`config.mk`:
```
export PLATFORM = sky130hd
export DESIGN_NAME = xadc_aux_sampler
export DESIGN_NICKNAME = d
export VERILOG_FILES = /design/src/rtl/xadc_aux_pkg.sv /design/src/rtl/xadc_aux_sampler_tick.sv /design/src/rtl/xadc_aux_sampler.sv
export SDC_FILE = /design/constraint.sdc
export NUM_CORES = 1
export LEC_CHECK = 0
export CAP_MARGIN = 5
export CORE_UTILIZATION = 47
export DETAILED_ROUTE_END_ITERATION = 10
export PLACE_DENSITY = 0.77
export SLEW_MARGIN = 20
export SYNTH_ARGS = -nofsm -noshare
export SYNTH_HDL_FRONTEND = slang
export SYNTH_HIERARCHICAL = 1
export SYNTH_SLANG_ARGS = --single-unit
```
`constraint.sdc`:
```
create_clock -name S_AXI_ACLK -period 2.5 [get_ports S_AXI_ACLK]
set_input_delay 0.375 -clock S_AXI_ACLK [delete_from_list [all_inputs] [get_ports S_AXI_ACLK]]
set_output_delay 0.375 -clock S_AXI_ACLK [all_outputs]
set_load 0.05 [all_outputs]
```
`src/rtl/xadc_aux_pkg.sv`:
```
// Shared types and constants for the XADC auxiliary-channel sampler.
package xadc_aux_pkg;

  typedef enum logic [2:0] {
    ST_IDLE,
    ST_SELECT,
    ST_SETTLE,
    ST_REQ,
    ST_WAIT_RDY,
    ST_STORE,
    ST_NEXT
  } aux_state_t;

  localparam int NUM_SLOTS    = 4;
  localparam int IDX_WIDTH    = 2;
  localparam int SAMPLE_WIDTH = 12;
  localparam int MUX_WIDTH    = 4;

  localparam logic [6:0] AUX0_ADDR_DEFAULT = 7'h10;
  localparam logic [6:0] AUX1_ADDR_DEFAULT = 7'h11;
  localparam logic [6:0] AUX2_ADDR_DEFAULT = 7'h12;
  localparam logic [6:0] AUX3_ADDR_DEFAULT = 7'h13;

  localparam logic [MUX_WIDTH-1:0]           MUX_ONE_HOT_BASE = 4'b0001;
  localparam logic [MUX_WIDTH-IDX_WIDTH-1:0] MUX_BIN_PAD      = 2'b00;

  // External mux select for a slot: one-hot (1 << idx) or zero-padded binary.
  function automatic logic [MUX_WIDTH-1:0] mux_encode(input logic [IDX_WIDTH-1:0] idx,
                                                      input logic one_hot);
    return one_hot ? (MUX_ONE_HOT_BASE << idx) : {MUX_BIN_PAD, idx};
  endfunction

endpackage

```
`src/rtl/xadc_aux_sampler_tick.sv`:
```
// Sweep period timer: free-runs while enabled, tick marks each wrap.
module xadc_sample_tick #(
  parameter int SAMPLE_PERIOD = 100000
) (
  input  logic S_AXI_ACLK,
  input  logic Local_Reset,
  input  logic enable,
  output logic tick
);

  localparam int CW = $clog2(SAMPLE_PERIOD);
  localparam logic [CW-1:0] LAST = CW'(SAMPLE_PERIOD - 1);

  logic [CW-1:0] period_cnt;

  // Count 0..SAMPLE_PERIOD-1, held at zero while disabled.
  always_ff @(posedge S_AXI_ACLK or posedge Local_Reset) begin
    if (Local_Reset) begin
      period_cnt <= '0;
    end else if (!enable || period_cnt == LAST) begin
      period_cnt <= '0;
    end else begin
      period_cnt <= period_cnt + 1'b1;
    end
  end

  assign tick = enable && (period_cnt == LAST);

endmodule

```
`src/rtl/xadc_aux_sampler.sv`:
```
// Periodic sweep of four XADC aux channels over DRP, with analog mux control.
module xadc_aux_sampler
  import xadc_aux_pkg::*;
#(
  parameter int         SAMPLE_PERIOD = 100000,
  parameter int         SETTLE_CYCLES = 32,
  parameter int         DRP_TIMEOUT   = 255,
  parameter logic [6:0] AUX0_ADDR     = AUX0_ADDR_DEFAULT,
  parameter logic [6:0] AUX1_ADDR     = AUX1_ADDR_DEFAULT,
  parameter logic [6:0] AUX2_ADDR     = AUX2_ADDR_DEFAULT,
  parameter logic [6:0] AUX3_ADDR     = AUX3_ADDR_DEFAULT
) (
  input  logic        S_AXI_ACLK,
  input  logic        Local_Reset,
  input  logic        enable,
  input  logic        one_hot_mux,
  output logic [6:0]  drp_daddr,
  output logic        drp_den,
  output logic        drp_dwe,
  output logic [15:0] drp_di,
  input  logic [15:0] drp_do,
  input  logic        drp_drdy,
  output logic [3:0]  mux_sel,
  output logic [11:0] MEASURED_AUX0,
  output logic [11:0] MEASURED_AUX1,
  output logic [11:0] MEASURED_AUX2,
  output logic [11:0] MEASURED_AUX3,
  output logic        sample_done,
  output logic        drp_timeout_err,
  output logic        overrun_err
);

  localparam int SCW = $clog2(SETTLE_CYCLES + 1);
  localparam int TCW = $clog2(DRP_TIMEOUT + 1);
  localparam logic [SCW-1:0]       SETTLE_LAST  = SCW'(SETTLE_CYCLES - 1);
  localparam logic [TCW-1:0]       TIMEOUT_LAST = TCW'(DRP_TIMEOUT - 1);
  localparam logic [IDX_WIDTH-1:0] LAST_SLOT    = IDX_WIDTH'(NUM_SLOTS - 1);

  aux_state_t              state_q, state_d;
  logic [IDX_WIDTH-1:0]    idx_q;
  logic [SCW-1:0]          settle_cnt_q;
  logic [TCW-1:0]          tmo_cnt_q;
  logic [SAMPLE_WIDTH-1:0] capture_q;
  logic [SAMPLE_WIDTH-1:0] measured_q [NUM_SLOTS];
  logic [6:0]              daddr_q, slot_addr;
  logic [MUX_WIDTH-1:0]    mux_sel_q;
  logic                    abort_q, abort_now, tick, slot_timeout;
  logic                    timeout_err_q, overrun_err_q;
  logic [3:0]              unused_drp_lsbs;

  xadc_sample_tick #(
    .SAMPLE_PERIOD (SAMPLE_PERIOD)
  ) u_tick (
    .S_AXI_ACLK  (S_AXI_ACLK),
    .Local_Reset (Local_Reset),
    .enable      (enable),
    .tick        (tick)
  );

  // An enable drop seen during a transaction is remembered so the slot
  // finishes (store or timeout) and the sweep then ends without sample_done.
  assign abort_now    = abort_q || !enable;
  assign slot_timeout = (state_q == ST_WAIT_RDY) && !drp_drdy && (tmo_cnt_q == TIMEOUT_LAST);

  // DRP address of the current slot.
  always_comb begin
    slot_addr = AUX0_ADDR;
    case (idx_q)
      2'd0: slot_addr = AUX0_ADDR;
      2'd1: slot_addr = AUX1_ADDR;
      2'd2: slot_addr = AUX2_ADDR;
      2'd3: slot_addr = AUX3_ADDR;
      default: slot_addr = AUX0_ADDR;
    endcase
  end

  // Next-state logic plus the single-cycle DRP enable and sweep-done pulses.
  always_comb begin
    state_d     = state_q;
    drp_den     = 1'b0;
    sample_done = 1'b0;
    case (state_q)
      ST_IDLE:   if (tick && enable) state_d = ST_SELECT;
      ST_SELECT: state_d = enable ? ST_SETTLE : ST_IDLE;
      ST_SETTLE: begin
        if (!enable)                          state_d = ST_IDLE;
        else if (settle_cnt_q == SETTLE_LAST) state_d = ST_REQ;
      end
      ST_REQ: begin
        drp_den = 1'b1;
        state_d = ST_WAIT_RDY;
      end
      ST_WAIT_RDY: begin
        if (drp_drdy)          state_d = ST_STORE;
        else if (slot_timeout) state_d = abort_now ? ST_IDLE : ST_NEXT;
      end
      ST_STORE:  state_d = abort_now ? ST_IDLE : ST_NEXT;
      ST_NEXT: begin
        if (idx_q == LAST_SLOT) begin
          sample_done = 1'b1;
          state_d     = ST_IDLE;
        end else begin
          state_d = enable ? ST_SELECT : ST_IDLE;
        end
      end
      default:   state_d = ST_IDLE;
    endcase
  end

  // State register, counters, captured data and sticky error flags.
  always_ff @(posedge S_AXI_ACLK or posedge Local_Reset) begin
    if (Local_Reset) begin
      state_q       <= ST_IDLE;
      idx_q         <= '0;
      settle_cnt_q  <= '0;
      tmo_cnt_q     <= '0;
      capture_q     <= '0;
      daddr_q       <= '0;
      mux_sel_q     <= '0;
      abort_q       <= 1'b0;
      timeout_err_q <= 1'b0;
      overrun_err_q <= 1'b0;
      for (int unsigned i = 0; i < NUM_SLOTS; i++) measured_q[i] <= '0;
    end else begin
      state_q <= state_d;
      if (tick && state_q != ST_IDLE) overrun_err_q <= 1'b1;
      case (state_q)
        ST_IDLE: begin
          idx_q   <= '0;
          abort_q <= 1'b0;
        end
        ST_SELECT: begin
          mux_sel_q    <= mux_encode(idx_q, one_hot_mux);
          settle_cnt_q <= '0;
        end
        ST_SETTLE: begin
          settle_cnt_q <= settle_cnt_q + 1'b1;
          if (state_d == ST_REQ) daddr_q <= slot_addr;
        end
        ST_REQ: begin
          tmo_cnt_q <= '0;
          abort_q   <= abort_now;
        end
        ST_WAIT_RDY: begin
          tmo_cnt_q <= tmo_cnt_q + 1'b1;
          abort_q   <= abort_now;
          if (drp_drdy)          capture_q     <= drp_do[15:4];
          else if (slot_timeout) timeout_err_q <= 1'b1;
        end
        ST_STORE:  measured_q[idx_q] <= capture_q;
        ST_NEXT:   if (idx_q != LAST_SLOT) idx_q <= idx_q + 1'b1;
        default: ;
      endcase
    end
  end

  assign unused_drp_lsbs = drp_do[3:0];

  assign drp_daddr       = daddr_q;
  assign drp_dwe         = 1'b0;
  assign drp_di          = '0;
  assign mux_sel         = mux_sel_q;
  assign MEASURED_AUX0   = measured_q[0];
  assign MEASURED_AUX1   = measured_q[1];
  assign MEASURED_AUX2   = measured_q[2];
  assign MEASURED_AUX3   = measured_q[3];
  assign drp_timeout_err = timeout_err_q;
  assign overrun_err     = overrun_err_q;

endmodule

```
==> flow_summary.ini <==
[outcome]
outcome = finished, final reports clean

[yosys]
synth-edff-count = 0
synth_area_in_compound_gates_pct = 4.91
post_synth_fa_ha_maj_area_fraction_pct = 2.01
synthesis.instances = 408
synthTopCellsByArea = dfrtp_1 53%, mux2_1 8.8%, buf_4 3.5%
synth-main-ff-cell = dfrtp_1
synth-seq-cells = 106
synthMuxAreaShare_pct = 16.7
synth_async_sr_flop_share_pct = 100
post_synth_num_cell_types = 56
top_post_synthesis_cells_by_count = 106 x dfrtp_1, 39 x mux2_1, 26 x nand2_1, 26 x nor2_1, 23 x buf_4
synth_sequential_area_ratio_pct = 53.2
synth.yosys.warnings = 6
post-synth-top-count-cell = dfrtp_1
largest_family_of_logic_cells_by_synthesized_area = multiplexers
synthSimpleGateAreaFrac_pct = 13.9
synth_top_area_cell = dfrtp_1
synthesis.area_mm2 = 0.00499
synth_top_area_share_pct = 53.2
post_synthesis_xor_xnor_area_fraction_pct = 2.98
syn-mean-instance-area_um2 = 12.2

[sta]
setup_slack_ps = 340
finalSetupViolations = 0
max_slew_violation_count = 0
worstMarginPinSlew_ps = 635
timing.final.crit_share_pct = 86.4
setup-tns-final_ps = 0
worst_clock_skew_ps = 12.8
rsz0062_at_grt = no
max-slew-margin-rel_pct = 57.5
final-hold-violation-count = 0
clock_period_minus_worst_slack_ps = 2160
maxClockFrequency_mhz = 463

[final_layout]
layout-area-overhead-vs-synth_pct = 20.7
share_of_cells_above_drive_strength_1_pct = 14.1
fin_nets = 515
n_antenna_cell = 0

[detailed_routing]
detailroute.via_count = 3267
drt-initial-drc-count = 144
wl_per_cell_um = 15.2
drt_pre_antenna_iters = 4
detail_route.vias_per_cell = 5.21
wl_um = 9520
remaining_drc_errors = 0
drtAntennaViolNets = 0

[global_route]
grt_pass1_vias = 3137
gr-usage-all-layers_pct = 18.3
overall_overflow_remaining_after_global_route = 0
grt_antenna_before_repair = 0
grt_max_degree = 37
grt_first_pass_wirelength_um = 15800

[floorplanning]
pin_count = 101
die_h_um = 105
die_area_mm2 = 0.0110
rows = 37
horiz_die_dim_um = 105
fp.coreArea_mm2 = 0.0103
start_util_pct = 48.3

[worst_setup_path]
critical_path_required_ps = 2120
crit_path_max_fanout = 8
cp.arrival_ps = 1780
setup.worst_path.start_class = flip-flop
critPathKind = flip-flop to output pin
worst_setup_path_end_kind = output pin
r2r.worst_path.cells = 7

[placed_design]
detailedPlace.worstSlack_ps = 410
io_buffers = 75
gp_congestion = 0.825
post-dp-hpwl_um = 6820

[cts]
worst_path_clk_slew_ps = 110
cts-root-to-sink-buffers = 2
post-cts-setup-buffers = 0
cts_buf_count = 9
cts_resized = 0
ctsHoldBuffers = 0
cts_tree = yes
ctsHtreeMaxLevel = 3
clk_root_buffer_cell = clkbuf_8
clock_sink_count = 106
clk-insertion-delay-late_ps = 370

[power_and_ir_drop]
leakage_nw = 2.77
cellPowerDensity_mw_per_mm2 = 1010
max-vdd-ir-drop_uv = 484

[hold_path]
class_of_the_tightest_hold_or_removal_check = primary input to async pin

[run]
timing.max_cap.violations = 0
==> per-stage QoR <==
stage          instance area (µm²)  power (mW)  instances  hold slack [ps]  util, %
6_report                      6020        6.08        627              445     58.4
3_3_place_gp                  5820        4.96        611              456     56.3
2_1_floorplan                 5070        4.31        428              301        -
3_5_place_dp                  5820        5.07        611              455     56.3
5_1_grt                       6020        6.41        627              481     58.4
4_1_cts                       6020        6.13        627              460     58.4
==> cells by family after synthesis <==
logic type,Yosys count
and+or+nand+nor,118
DFF,106
muxes,72
buffers and inverters,49
AOI/OAI and AO/OA,37
xor gates and xnor gates,17
adders and majority gates,8
other,1
==> routing by layer <==
| layer | global-route usage (%) | part of all wire [%] | vias up |
|---|---|---|---|
| met5 | 0 | 0 | - |
| met2 | 29.7 | 49 | 71 |
| met4 | 4.83 | 1.1 | 0 |
| li1 | - | - | 1549 |
| met3 | 3.87 | 4.0 | 11 |
| met1 | 25.1 | 46 | 1636 |
==> sequential cells by signal, summed over array words and instances, names as in the netlist <==
signal,flops
state_q,3
u_tick/period_cnt,17
abort_q,1
capture_q,12
drp_daddr,3
drp_timeout_err,1
settle_cnt_q,6
MEASURED_AUX3,12
tmo_cnt_q,8
overrun_err,1
idx_q,2
MEASURED_AUX0,12
MEASURED_AUX2,12
MEASURED_AUX1,12
mux_sel,4
==> path summary, 6_finish.rpt <==
path,start,endpoint,slack [ps]
max,idx_q[0]$_DFFE_PP0P_,sample_done,340
min,Local_Reset,overrun_err$_DFFE_PP0P_,440
max reg2reg,u_tick/period_cnt[0]$_DFF_PP0_,state_q[0]$_DFF_PP0_,370
min reg2reg,drp_timeout_err$_DFFE_PP0P_,drp_timeout_err$_DFFE_PP0P_,480
max in group asynchronous,Local_Reset,capture_q[1]$_DFFE_PP0P_,1480
min in group S_AXI_ACLK,drp_timeout_err$_DFFE_PP0P_,drp_timeout_err$_DFFE_PP0P_,480
==> power breakdown <==
| group | total [mW] | internal [mW] | switching, mW | leakage [nW] |
|---|---|---|---|---|
| logic | 2.50 | 0.942 | 1.56 | 1.26 |
| clock network | 1.06 | 0.400 | 0.665 | 0.100 |
| registers | 2.51 | 2.14 | 0.372 | 1.40 |
==> cell type report <==
type / count / area (µm²)
fillers: 843 / 4300
repair buffers: 82 / 836
flip-flops and latches: 106 / 2650
inverters: 14 / 56.3
multi-input cells: 273 / 2100
clock buffers: 9 / 124
clock inverters: 7 / 85.1
well taps: 136 / 170
==> worst max-delay path: stages (launching register included) <==
cell     delay (ps)
dfrtp_1         450
ha_1            350
nand2_1         110
nor3_1          250
buf_4           260
==> cell usage in the layout, fill, tap and decap left out, types with 3 or more instances in the layout <==
| cell type | n |
|---|---|
| nor2_1 | 26 |
| or3b_1 | 3 |
| a22o_1 | 3 |
| mux2_1 | 39 |
| clkinv_8 | 3 |
| conb_1 | 21 |
| nand2b_1 | 3 |
| o21ai_0 | 10 |
| xor2_1 | 9 |
| clkdlybuf4s50_1 | 73 |
| dfrtp_1 | 106 |
| ha_1 | 8 |
| o21ai_1 | 6 |
| buf_4 | 6 |
| nand4_1 | 11 |
| a21oi_1 | 4 |
| nand3_1 | 13 |
| mux2_4 | 9 |
| nor3_1 | 4 |
| inv_1 | 13 |
| nand2_2 | 4 |
| nor4_2 | 5 |
| mux2_2 | 14 |
| nand2_1 | 26 |
| clkbuf_8 | 9 |
| buf_12 | 3 |
| mux2i_1 | 10 |
| xnor2_1 | 8 |
Power figures use the tool's default switching activity.
